### src/rtl/mac_psum_post_pkg.sv
// Shared definitions for the MAC partial-sum post-processing stage:
// default widths, FSM state encoding, saturation limits and the
// accumulator-width helper.
package mac_psum_post_pkg;

    localparam int DATA_BIT_DEF = 16;
    localparam int ACC_BIT_DEF  = 2 * DATA_BIT_DEF + 2;

    typedef enum logic [1:0] {
        IDLE = 2'd0,
        ACC  = 2'd1,
        POST = 2'd2
    } state_t;

    // Accumulating num_ch values of acc_bit bits needs clog2(num_ch) extra
    // bits, plus one guard bit so the bias/rounding add cannot wrap.
    function automatic int acc_width(input int acc_bit, input int num_ch);
        return acc_bit + $clog2(num_ch) + 1;
    endfunction

    // Largest positive value representable in data_bit signed bits.
    function automatic longint sat_pos(input int data_bit);
        return (64'sd1 <<< (data_bit - 1)) - 64'sd1;
    endfunction

    // Most negative value representable in data_bit signed bits.
    function automatic longint sat_neg(input int data_bit);
        return -(64'sd1 <<< (data_bit - 1));
    endfunction

endpackage

### src/rtl/mac_psum_post_fifo.sv
// psum_out_fifo: small synchronous FIFO with a registered head word.
// dout always presents the oldest entry and holds its last value when
// the FIFO runs empty. flush empties the FIFO on the next clock edge and
// takes priority over push and pop. DEPTH must be a power of two >= 2.
module psum_out_fifo #(
    parameter int WIDTH = 16,
    parameter int DEPTH = 4
) (
    input  logic             clk,
    input  logic             rst,
    input  logic             flush,
    input  logic             push,
    input  logic [WIDTH-1:0] din,
    input  logic             pop,
    output logic [WIDTH-1:0] dout,
    output logic             full,
    output logic             empty,
    output logic             almost_full
);

    localparam int PTR_W = (DEPTH > 1) ? $clog2(DEPTH) : 1;
    localparam int CNT_W = $clog2(DEPTH) + 1;

    logic [WIDTH-1:0] mem [DEPTH];
    logic [PTR_W-1:0] wr_ptr;
    logic [PTR_W-1:0] rd_ptr;
    logic [CNT_W-1:0] count;
    logic             pop_eff;
    logic             push_eff;

    assign empty       = (count == '0);
    assign full        = (count == CNT_W'(DEPTH));
    assign almost_full = (count == CNT_W'(DEPTH - 1));
    assign pop_eff     = pop && !empty;
    assign push_eff    = push && (!full || pop_eff);

    // Storage array write port.
    // NOTE: the storage array has no reset; contents are only ever read
    // behind a valid count, so resetting it would just cost flops and muxes.
    always_ff @(posedge clk) begin
        if (push_eff && !flush) begin
            mem[wr_ptr] <= din;
        end
    end

    // Pointers, occupancy and the registered head word.
    always_ff @(posedge clk or posedge rst) begin
        if (rst) begin
            wr_ptr <= '0;
            rd_ptr <= '0;
            count  <= '0;
            dout   <= '0;
        end else if (flush) begin
            wr_ptr <= '0;
            rd_ptr <= '0;
            count  <= '0;
        end else begin
            if (push_eff) begin
                wr_ptr <= wr_ptr + PTR_W'(1);
            end
            if (pop_eff) begin
                rd_ptr <= rd_ptr + PTR_W'(1);
            end
            case ({push_eff, pop_eff})
                2'b10:   count <= count + CNT_W'(1);
                2'b01:   count <= count - CNT_W'(1);
                default: count <= count;
            endcase
            // The head only changes when the oldest entry changes: a push
            // into an empty FIFO, or a pop exposing the next entry (which is
            // the incoming word when only one entry was stored).
            if (empty && push_eff) begin
                dout <= din;
            end else if (pop_eff && (count > CNT_W'(1))) begin
                dout <= mem[rd_ptr + PTR_W'(1)];
            end else if (pop_eff && push_eff) begin
                dout <= din;
            end
        end
    end

endmodule

### src/rtl/mac_psum_post.sv
// mac_psum_post: accumulates NUM_CH signed partial sums from the 3-tap
// MAC, adds a bias aligned to the accumulator scale, rounds, shifts right
// by SHIFT and clamps to DATA_BIT bits, then queues the result in a small
// output FIFO. Requantized results pass through one register stage before
// entering the FIFO, so the first output appears two cycles after the
// last partial sum of a group is accepted.
// Build option: define PSUM_RELU_EN to clamp negative results to zero
// (ReLU) instead of saturating them to the negative limit.
module mac_psum_post
    import mac_psum_post_pkg::*;
#(
    parameter int DATA_BIT   = DATA_BIT_DEF,
    parameter int ACC_BIT    = 2 * DATA_BIT + 2,
    parameter int NUM_CH     = 4,
    parameter int SHIFT      = 8,
    parameter int FIFO_DEPTH = 4
) (
    input  logic                       clk,
    input  logic                       rst,
    input  logic                       clear,
    input  logic                       psum_valid,
    output logic                       psum_ready,
    input  logic signed [ACC_BIT-1:0]  psum_in,
    input  logic                       bias_we,
    input  logic signed [DATA_BIT-1:0] bias_in,
    output logic                       out_valid,
    input  logic                       out_ready,
    output logic [DATA_BIT-1:0]        out_data,
    output logic                       busy,
    output logic                       sat_flag
);

    localparam int ACC_W = acc_width(ACC_BIT, NUM_CH);
    localparam int BSH_W = DATA_BIT + SHIFT;
    // Post-processing width: wide enough for the accumulator, the shifted
    // bias and the rounding constant without any wrap.
    localparam int T_W   = ((ACC_W > BSH_W) ? ACC_W : BSH_W) + 2;
    localparam int CNT_W = $clog2(NUM_CH) + 1;

    localparam logic signed [T_W-1:0] RND     = T_W'(1) <<< (SHIFT - 1);
    localparam logic signed [T_W-1:0] POS_LIM = T_W'(sat_pos(DATA_BIT));
    localparam logic [DATA_BIT-1:0]   POS_Q   = {1'b0, {(DATA_BIT-1){1'b1}}};
`ifndef PSUM_RELU_EN
    localparam logic signed [T_W-1:0] NEG_LIM = T_W'(sat_neg(DATA_BIT));
    localparam logic [DATA_BIT-1:0]   NEG_Q   = {1'b1, {(DATA_BIT-1){1'b0}}};
`endif

    state_t                     state;
    logic signed [ACC_W-1:0]    acc;
    logic [CNT_W-1:0]           ch_cnt;
    logic signed [DATA_BIT-1:0] bias;
    logic                       run;
    logic                       res_valid;
    logic [DATA_BIT-1:0]        res_data;

    logic                       accept;
    logic                       no_room;
    logic                       fifo_full;
    logic                       fifo_empty;
    logic                       fifo_almost_full;

    logic signed [T_W-1:0]      t_sum;
    logic signed [T_W-1:0]      r_shift;
    logic [DATA_BIT-1:0]        q_data;
    logic                       q_clip;

    // A result sitting in the stage register is already committed to the
    // FIFO, so it counts against the free space when accepting new input.
    assign no_room    = fifo_full || (res_valid && fifo_almost_full);
    assign psum_ready = run && (state != POST) && !no_room;
    assign accept     = psum_valid && psum_ready;
    assign out_valid  = !fifo_empty;
    assign busy       = (state != IDLE) || res_valid || !fifo_empty;

    // Bias register: survives clear, only reset or a write changes it.
    // NOTE: clocked blocks use non-blocking assignments only, so every
    // register samples the values from before the edge.
    always_ff @(posedge clk or posedge rst) begin
        if (rst) begin
            bias <= '0;
        end else if (bias_we) begin
            bias <= bias_in;
        end
    end

    // Round, shift and clamp the finished accumulation.
    // NOTE: every output of this block gets a default first so no path
    // leaves one unassigned and infers a latch.
    always_comb begin
        t_sum   = T_W'(acc) + (T_W'(bias) <<< SHIFT) + RND;
        r_shift = t_sum >>> SHIFT;
        q_data  = r_shift[DATA_BIT-1:0];
        q_clip  = 1'b0;
`ifdef PSUM_RELU_EN
        if (r_shift < 0) begin
            q_data = '0;
        end else if (r_shift > POS_LIM) begin
            q_data = POS_Q;
            q_clip = 1'b1;
        end
`else
        if (r_shift > POS_LIM) begin
            q_data = POS_Q;
            q_clip = 1'b1;
        end else if (r_shift < NEG_LIM) begin
            q_data = NEG_Q;
            q_clip = 1'b1;
        end
`endif
    end

    // Accumulation FSM, result stage register and sticky saturation flag.
    always_ff @(posedge clk or posedge rst) begin
        if (rst) begin
            state     <= IDLE;
            acc       <= '0;
            ch_cnt    <= '0;
            run       <= 1'b0;
            res_valid <= 1'b0;
            res_data  <= '0;
            sat_flag  <= 1'b0;
        end else begin
            run       <= 1'b1;
            res_valid <= 1'b0;
            if (clear) begin
                state    <= IDLE;
                acc      <= '0;
                ch_cnt   <= '0;
                sat_flag <= 1'b0;
            end else begin
                case (state)
                    IDLE: begin
                        if (accept) begin
                            acc    <= ACC_W'(psum_in);
                            ch_cnt <= CNT_W'(1);
                            state  <= (NUM_CH == 1) ? POST : ACC;
                        end
                    end
                    ACC: begin
                        if (accept) begin
                            acc    <= acc + ACC_W'(psum_in);
                            ch_cnt <= ch_cnt + CNT_W'(1);
                            if (ch_cnt == CNT_W'(NUM_CH - 1)) begin
                                state <= POST;
                            end
                        end
                    end
                    POST: begin
                        res_data  <= q_data;
                        res_valid <= 1'b1;
                        if (q_clip) begin
                            sat_flag <= 1'b1;
                        end
                        acc    <= '0;
                        ch_cnt <= '0;
                        state  <= IDLE;
                    end
                    default: begin
                        state <= IDLE;
                    end
                endcase
            end
        end
    end

    psum_out_fifo #(
        .WIDTH (DATA_BIT),
        .DEPTH (FIFO_DEPTH)
    ) u_fifo (
        .clk         (clk),
        .rst         (rst),
        .flush       (clear),
        .push        (res_valid),
        .din         (res_data),
        .pop         (out_ready),
        .dout        (out_data),
        .full        (fifo_full),
        .empty       (fifo_empty),
        .almost_full (fifo_almost_full)
    );

endmodule

### config.mk
export PLATFORM = sky130hd
export DESIGN_NAME = mac_psum_post
export DESIGN_NICKNAME = d
export VERILOG_FILES = /design/src/rtl/mac_psum_post_pkg.sv /design/src/rtl/mac_psum_post_fifo.sv /design/src/rtl/mac_psum_post.sv
export SDC_FILE = /design/constraint.sdc
export NUM_CORES = 1
export LEC_CHECK = 0
export ABC_AREA = 0
export CAP_MARGIN = 40
export CORE_UTILIZATION = 46
export CTS_BUF_LIST = sky130_fd_sc_hd__clkbuf_16
export CTS_CLUSTER_DIAMETER = 100
export DETAILED_ROUTE_END_ITERATION = 7
export PLACE_DENSITY = 0.63
export SLEW_MARGIN = 40
export SYNTH_ARGS = -nofsm -noshare
export SYNTH_HDL_FRONTEND = slang
export SYNTH_SLANG_ARGS = --single-unit
### constraint.sdc
create_clock -name clk -period 3.6 [get_ports clk]
set_input_delay 0.72 -clock clk [delete_from_list [all_inputs] [get_ports clk]]
set_output_delay 0.72 -clock clk [all_outputs]
set_load 0.02 [all_outputs]
==> results.yml, run 1 <==
grt:
  track_usage_pct: 24.4
  grt_max_degree: 60
  grt_pass1_vias: 9023
  antenna_found_initial: 0
  grt_first_pass_wirelength_mm: 46.7
  gr-total-overflow: 0
pwr:
  total_power_w: 0.0121
  irDropWorstVdd_v: 0.000329
  power.density_nw_per_um2: 852
  power.leakage_nw: 6.08
clock_tree:
  cts_max_level: 4
  cts_tree: "built"
  cts.sinks: 164
  clkTransAtPathRegs_ns: 0.08
  cts_buffer_depth: 2
  root_buffer: "clkbuf_16"
  cts_buffers: 17
  cts_hold_buf: 0
  clk_latency_ns: 0.43
final_layout:
  final_area_sq_um: 14200
  fin_nets: 1451
  layout-drive-gt1-share_pct: 23.8
  syn2layout_area_growth_pct: 29.8
  fin_cells: 1644
  diodes: 0
  final_util_pct: 60.8
route:
  wire_per_inst_um: 17.3
  vias: 9215
  antenna_left: 0
  viasPerCell: 5.61
  drc: 0
  wl_mm: 28.4
  dr.pass1.iters: 5
  initialDrtViolationCount: 525
logic_synthesis:
  avgSynthCellArea_sq_um: 9.93
  synth-main-ff-cell: "dfrtp_1"
  ys_top_cells_by_area: "dfrtp_1 (23%), edfxtp_1 (18%), ha_1 (9.1%), a21oi_1 (4.0%), nor2_1 (3.9%)"
  seq_area_frac_synth_pct: 40.4
  async_reset_ff_share_pct: 61.0
  synth-warning-count: 0
  synth_edf_count: 64
  yosysUniqueCellTypes: 78
  yosysTopAreaCell: "dfrtp_1"
  syn-num-nets: 1241
  synth_cells: 1103
  syn_area_sq_um: 11000
  ys_ff_latch: 164
  yosys.area.top_type_share_pct: 22.8
placement:
  place_area_sq_um: 13100
  post-place-ws_ns: -0.414
  place_hpwl_mm: 21.4
  place_inst: 1601
  routabilityCongestion: 0.922
  port-buffer-count: 75
timing:
  setup_violations: 0
  hold_viol: 0
  slew_headroom_pct: 46.7
  grt_setup_unrepaired: "true"
  final_max_slew_viol_count: 0
  finalWorstSetupSlack_ns: 0.0397
  post-route-min-period_ns: 3.56
  skew_ns: 0.0204
  clock.fmax_ghz: 0.281
  post-route-period-util_pct: 98.9
  tightest_slew_ns: 0.799
run_status:
  outcome: "complete, no violations"
setup_path:
  worstPathArrival_ns: 3.90
  worstSetupEndpointType: "flop"
  cp.required_ns: 3.93
  criticalPathCategory: "reg2reg"
  start_kind: "flop"
  path_max_fanout: 7
hold_path:
  min_path_type: "reg2reg"
die:
  die_y_um: 156
  core_sq_um: 23400
  start_util_pct: 46.8
  die-area_sq_um: 24400
  row_count: 56
  die_x_um: 156
  ios: 76
run:
  drv_cap: 0
[registers in the layout, indices dropped and copies added (netlist names)]
signal / flops
u_fifo.rd_ptr: 2
u_fifo.count: 3
u_fifo.mem: 64
acc: 37
res_data: 16
ch_cnt: 3
run: 1
u_fifo.dout: 16
u_fifo.wr_ptr: 2
bias: 16
state: 2
res_valid: 1
sat_flag: 1
[placed cells by master, fill, tap and decap left out, types with 14 or more instances in the layout]
master,instances
mux4_2,16
nand3_1,26
a221oi_1,30
nor2_1,108
clkdlybuf4s50_1,74
nor3_1,40
mux2_2,17
xor2_1,14
buf_4,158
nand2_1,76
inv_1,34
dfrtp_1,97
a21o_1,29
mux2i_1,21
xnor2_1,38
edfxtp_1,64
ha_1,72
clkbuf_16,19
o21ai_0,37
a21oi_1,78
[logic make-up (layout without fill, tap and decap cells)]
| kind of cell | Yosys count | after routing | synth area share (%) |
|---|---|---|---|
| other | 1 | 1 | 0.0342 |
| adder cells (fa/ha/maj) | 82 | 82 | 9.50 |
| buffers and inverters | 85 | 307 | 3.09 |
| AO/OA/AOI/OAI | 337 | 337 | 21.9 |
| AND/OR/NAND/NOR | 328 | 328 | 14.0 |
| XOR/XNOR | 52 | 52 | 4.16 |
| multiplexers | 54 | 54 | 6.95 |
| flip-flops | 164 | 164 | 40.4 |
[area by class of cell]
class | count | area, sq um
fill | 2017 | 9180
multi-input combinational | 854 | 6630
sequential | 164 | 4430
timing repair buffer | 240 | 2060
clock buffer | 17 | 425
tap | 319 | 399
clock inverter | 14 | 138
inverter | 36 | 138
[Yosys cell counts, types with 32 or more instances]
library cell,count
ha_1,80
xnor2_1,38
a21oi_1,88
inv_1,35
dfrtp_1,100
nand2_1,76
a221oi_1,32
nor3_1,40
o21ai_0,41
clkbuf_1,39
edfxtp_1,64
nor2_1,113
[critical path, cell delays in order, from the launching register on]
cell	delay, ns
dfrtp_2	0.46
fa_2	0.38
a211oi_2	0.25
o211ai_1	0.24
buf_4	0.21
nand4_1	0.13
and3_4	0.22
o2bb2ai_1	0.08
or4b_4	0.55
nor4_4	0.25
a41oi_4	0.25
clkbuf_16	0.24
o31ai_4	0.21
[path summary, 6_finish.rpt]
path                                                    to                 from  slack [ns]  cells after the start
worst max-delay path               res_data[8]$_DFFE_PP0P_   acc[8]$_DFFE_PP0P_        0.04                     12
worst min-delay path                   bias[8]$_DFFE_PP0P_  bias[8]$_DFFE_PP0P_        0.51                      1
worst max register to register     res_data[8]$_DFFE_PP0P_   acc[8]$_DFFE_PP0P_        0.04                     12
worst min register to register         bias[8]$_DFFE_PP0P_  bias[8]$_DFFE_PP0P_        0.51                      1
max in group asynchronous             bias[15]$_DFFE_PP0P_                  rst        2.15                      3
min in group asynchronous       u_fifo.dout[2]$_DFFE_PP0P_                  rst        0.70                      2
[stage by stage]
stage	hold WS [ns]	setup TNS (ns)
detailed placement	0.503	-6.11
global route	0.539	-1.38
floorplan	0.483	0
finish	0.513	0
CTS	0.516	-1.32
global placement	0.494	-4.07
[timing repair]
| item | 4_1_cts | 5_1_grt |
|---|---|---|
| buffers inserted | 11 | 1 |
| pin swaps | 28 | 11 |
| endpoints found under the setup margin | 15 | 25 |
| resized for setup | 39 | 43 |
| cloned | 1 | 1 |
[metal layers]
layer / global-route usage (%) / routed length [um]
met1: 33.4 / 13500
met2: 41.0 / 13600
met3: 2.60 / 794
met4: 7.00 / 495
met5: 0 / 0
[power breakdown]
part           leakage [nW]  switching, W  total, W  internal (W)
Sequential             1.85      0.000457   0.00290       0.00245
Combinational          3.96       0.00397   0.00747       0.00350
Clock                 0.268      0.000831   0.00174      0.000913
Total                  6.08       0.00525    0.0121       0.00686
(Power assumes the default switching activity.)
==> inputs of run 2 (changes only) <==
--- a/config.mk
+++ b/config.mk
@@ -6,12 +6,11 @@
 export NUM_CORES = 1
 export LEC_CHECK = 0
 export ABC_AREA = 0
-export CAP_MARGIN = 40
-export CORE_UTILIZATION = 46
+export CORE_UTILIZATION = 30
 export CTS_BUF_LIST = sky130_fd_sc_hd__clkbuf_16
 export CTS_CLUSTER_DIAMETER = 100
 export DETAILED_ROUTE_END_ITERATION = 7
-export PLACE_DENSITY = 0.63
+export PLACE_DENSITY = 0.44
 export SLEW_MARGIN = 40
 export SYNTH_ARGS = -nofsm -noshare
 export SYNTH_HDL_FRONTEND = slang
==> results.yml, run 2 (synthesized netlist as in run 1, its figures left out) <==
run_status:
  outcome: "complete, but fails checks"
  violations: "design-rule violations"
route:
  wl_mm: 31.1
  vias: 9142
  initialDrtViolationCount: 454
  drc: 4
  dr.pass1.iters: 6
  antenna_left: 0
  viasPerCell: 5.07
  wire_per_inst_um: 17.2
pwr:
  p_int_w: 0.00689
  power_frac_seq_pct: 24.0
  pwr-share-clk_pct: 15.4
  power.leakage_nw: 6.14
  power_frac_comb_pct: 60.7
  p_sw_w: 0.00524
  power.density_nw_per_um2: 846
  p_sw_share_pct: 43.2
  irDropWorstVdd_v: 0.000423
final_layout:
  final_common_cell: "buf_4"
  largest_reg_flops: 64
  final_area_sq_um: 14300
  reg.largest.list: "u_fifo.mem x64, acc x37"
  most-common-layout-cells: "buf_4 (179), nor2_1 (112), dfrtp_1 (98)"
  regMostFlops: "u_fifo.mem"
  syn2layout_area_growth_pct: 30.9
  fin_nets: 1468
  layout-drive-gt1-share_pct: 23.3
  diodes: 0
timing:
  slew_headroom_pct: 44.6
  skew_ns: 0.0172
  setup_violations: 0
  hold_viol: 0
  clock.fmax_ghz: 0.281
  finalWorstSetupSlack_ns: 0.0432
  tns_ns: 0
  final_max_slew_viol_count: 0
  post-route-min-period_ns: 3.56
  tightest_slew_ns: 0.830
  post-route-period-util_pct: 98.8
  grt_setup_unrepaired: "true"
die:
  start_util_pct: 30.7
  die-area_sq_um: 37300
  ios: 76
  row_count: 69
  core_sq_um: 35700
  die_x_um: 193
  die_y_um: 193
setup_path:
  r2r_cells: 12
  worstReg2RegStart: "acc[8]$_DFFE_PP0P_"
  path_buf_inv: 2
  criticalPathCategory: "reg2reg"
  slowest_stage: "or4b_4"
  cp.required_ns: 3.93
  setup.worst_path.start: "acc[8]$_DFFE_PP0P_"
  crit_cells: 12
  critPathTopFamily: "simple AND/OR/NAND/NOR gates"
  worstSetupEndpointType: "flop"
  start_kind: "flop"
  path_cells: "fa_2 > a211oi_4 > o211ai_1 > buf_4 > nand4_1 > and3_4 > o2bb2ai_1 > or4b_4 > nor4_4 > a41oi_4 > buf_12 > o311ai_2"
  path_max_fanout: 15
  crit_path_max_incr_delay_ns: 0.56
  worstPathArrival_ns: 3.89
placement:
  place_area_sq_um: 13500
  routabilityCongestion: 0.885
  post-place-ws_ns: -0.508
  port-buffer-count: 75
  place_hpwl_mm: 24.2
grt:
  track_usage_pct: 17.3
  antenna_found_initial: 0
  grt_max_degree: 44
  grt_first_pass_wirelength_mm: 49.8
  grt_pass1_vias: 9202
  gr-total-overflow: 0
clock_tree:
  clkTransAtPathRegs_ns: 0.08
  cts_buffer_depth: 2
  cts_tree: "built"
  clk_latency_ns: 0.44
  cts.sinks: 164
  cts_max_level: 4
  root_buffer: "clkbuf_16"
  cts_buffers: 17
  cts_hold_buf: 0
hold_path:
  min_path_type: "reg2reg"
  hold_start: "bias[10]$_DFFE_PP0P_"
  hold_path_depth: 1
run:
  drv_cap: 0
==> run 2: final cells by class <==
type | count | area, sq um
sequential | 164 | 4430
multi-input combinational | 854 | 6450
fill | 3610 | 21400
inverter | 36 | 138
clock inverter | 15 | 180
clock buffer | 17 | 425
tap | 461 | 577
timing repair buffer | 257 | 2140
==> run 2: worst paths after layout <==
| check | endpoint | slack, ns |
|---|---|---|
| setup reg to reg | res_data[10]$_DFFE_PP0P_ | 0.04 |
| hold reg to reg | bias[10]$_DFFE_PP0P_ | 0.51 |
| hold / removal | bias[10]$_DFFE_PP0P_ | 0.51 |
| min in group asynchronous | u_fifo.rd_ptr[0]$_DFFE_PP0P_ | 0.70 |
| setup / recovery | res_data[10]$_DFFE_PP0P_ | 0.04 |
| max in group asynchronous | acc[8]$_DFFE_PP0P_ | 2.19 |
==> run 2: routing by layer <==
metal	global-route usage (%)	vias to the layer above	part of all wire (%)
li1	-	4649	-
met1	24.0	4359	49
met2	28.6	119	47
met3	2.28	15	2.6
met4	3.97	0	0.77
met5	0	-	0
==> run 2: power by group through the flow <==
stage	logic [W]	registers [W]	clock network, W
2_1_floorplan	0.00438	0.00287	0
3_3_place_gp	0.00710	0.00291	0
3_5_place_dp	0.00709	0.00294	0
4_1_cts	0.00722	0.00291	0.00192
5_1_grt	0.00817	0.00298	0.00198
6_report	0.00736	0.00291	0.00187
==> run 2: through the flow <==
step                      power, W  utilization [%]  hold WS, ns  std cells
after floorplan            0.00725                -        0.483       1103
after global placement      0.0100             37.6        0.495       1768
after detailed placement    0.0100             37.6        0.503       1768
after CTS                   0.0121             39.6        0.517       1802
after global routing        0.0131             40.1        0.527       1804
final                       0.0121             40.1        0.510       1804
==> run 2: what timing repair did <==
| item | in CTS | in global routing |
|---|---|---|
| pin swaps | 10 | 7 |
| setup buffers | 2 | 2 |
| resized for setup | 13 | 32 |
| setup endpoints to repair | 18 | 26 |
==> inputs of run 3 (changes only) <==
--- a/config.mk
+++ b/config.mk
@@ -6,6 +6,7 @@
 export NUM_CORES = 1
 export LEC_CHECK = 0
 export ABC_AREA = 0
+export ABC_CLOCK_PERIOD_IN_PS = 3600
 export CORE_UTILIZATION = 30
 export CTS_BUF_LIST = sky130_fd_sc_hd__clkbuf_16
 export CTS_CLUSTER_DIAMETER = 100
==> results of run 3 <==
The final DEF is identical to that of run 2; final timing and power are the same.
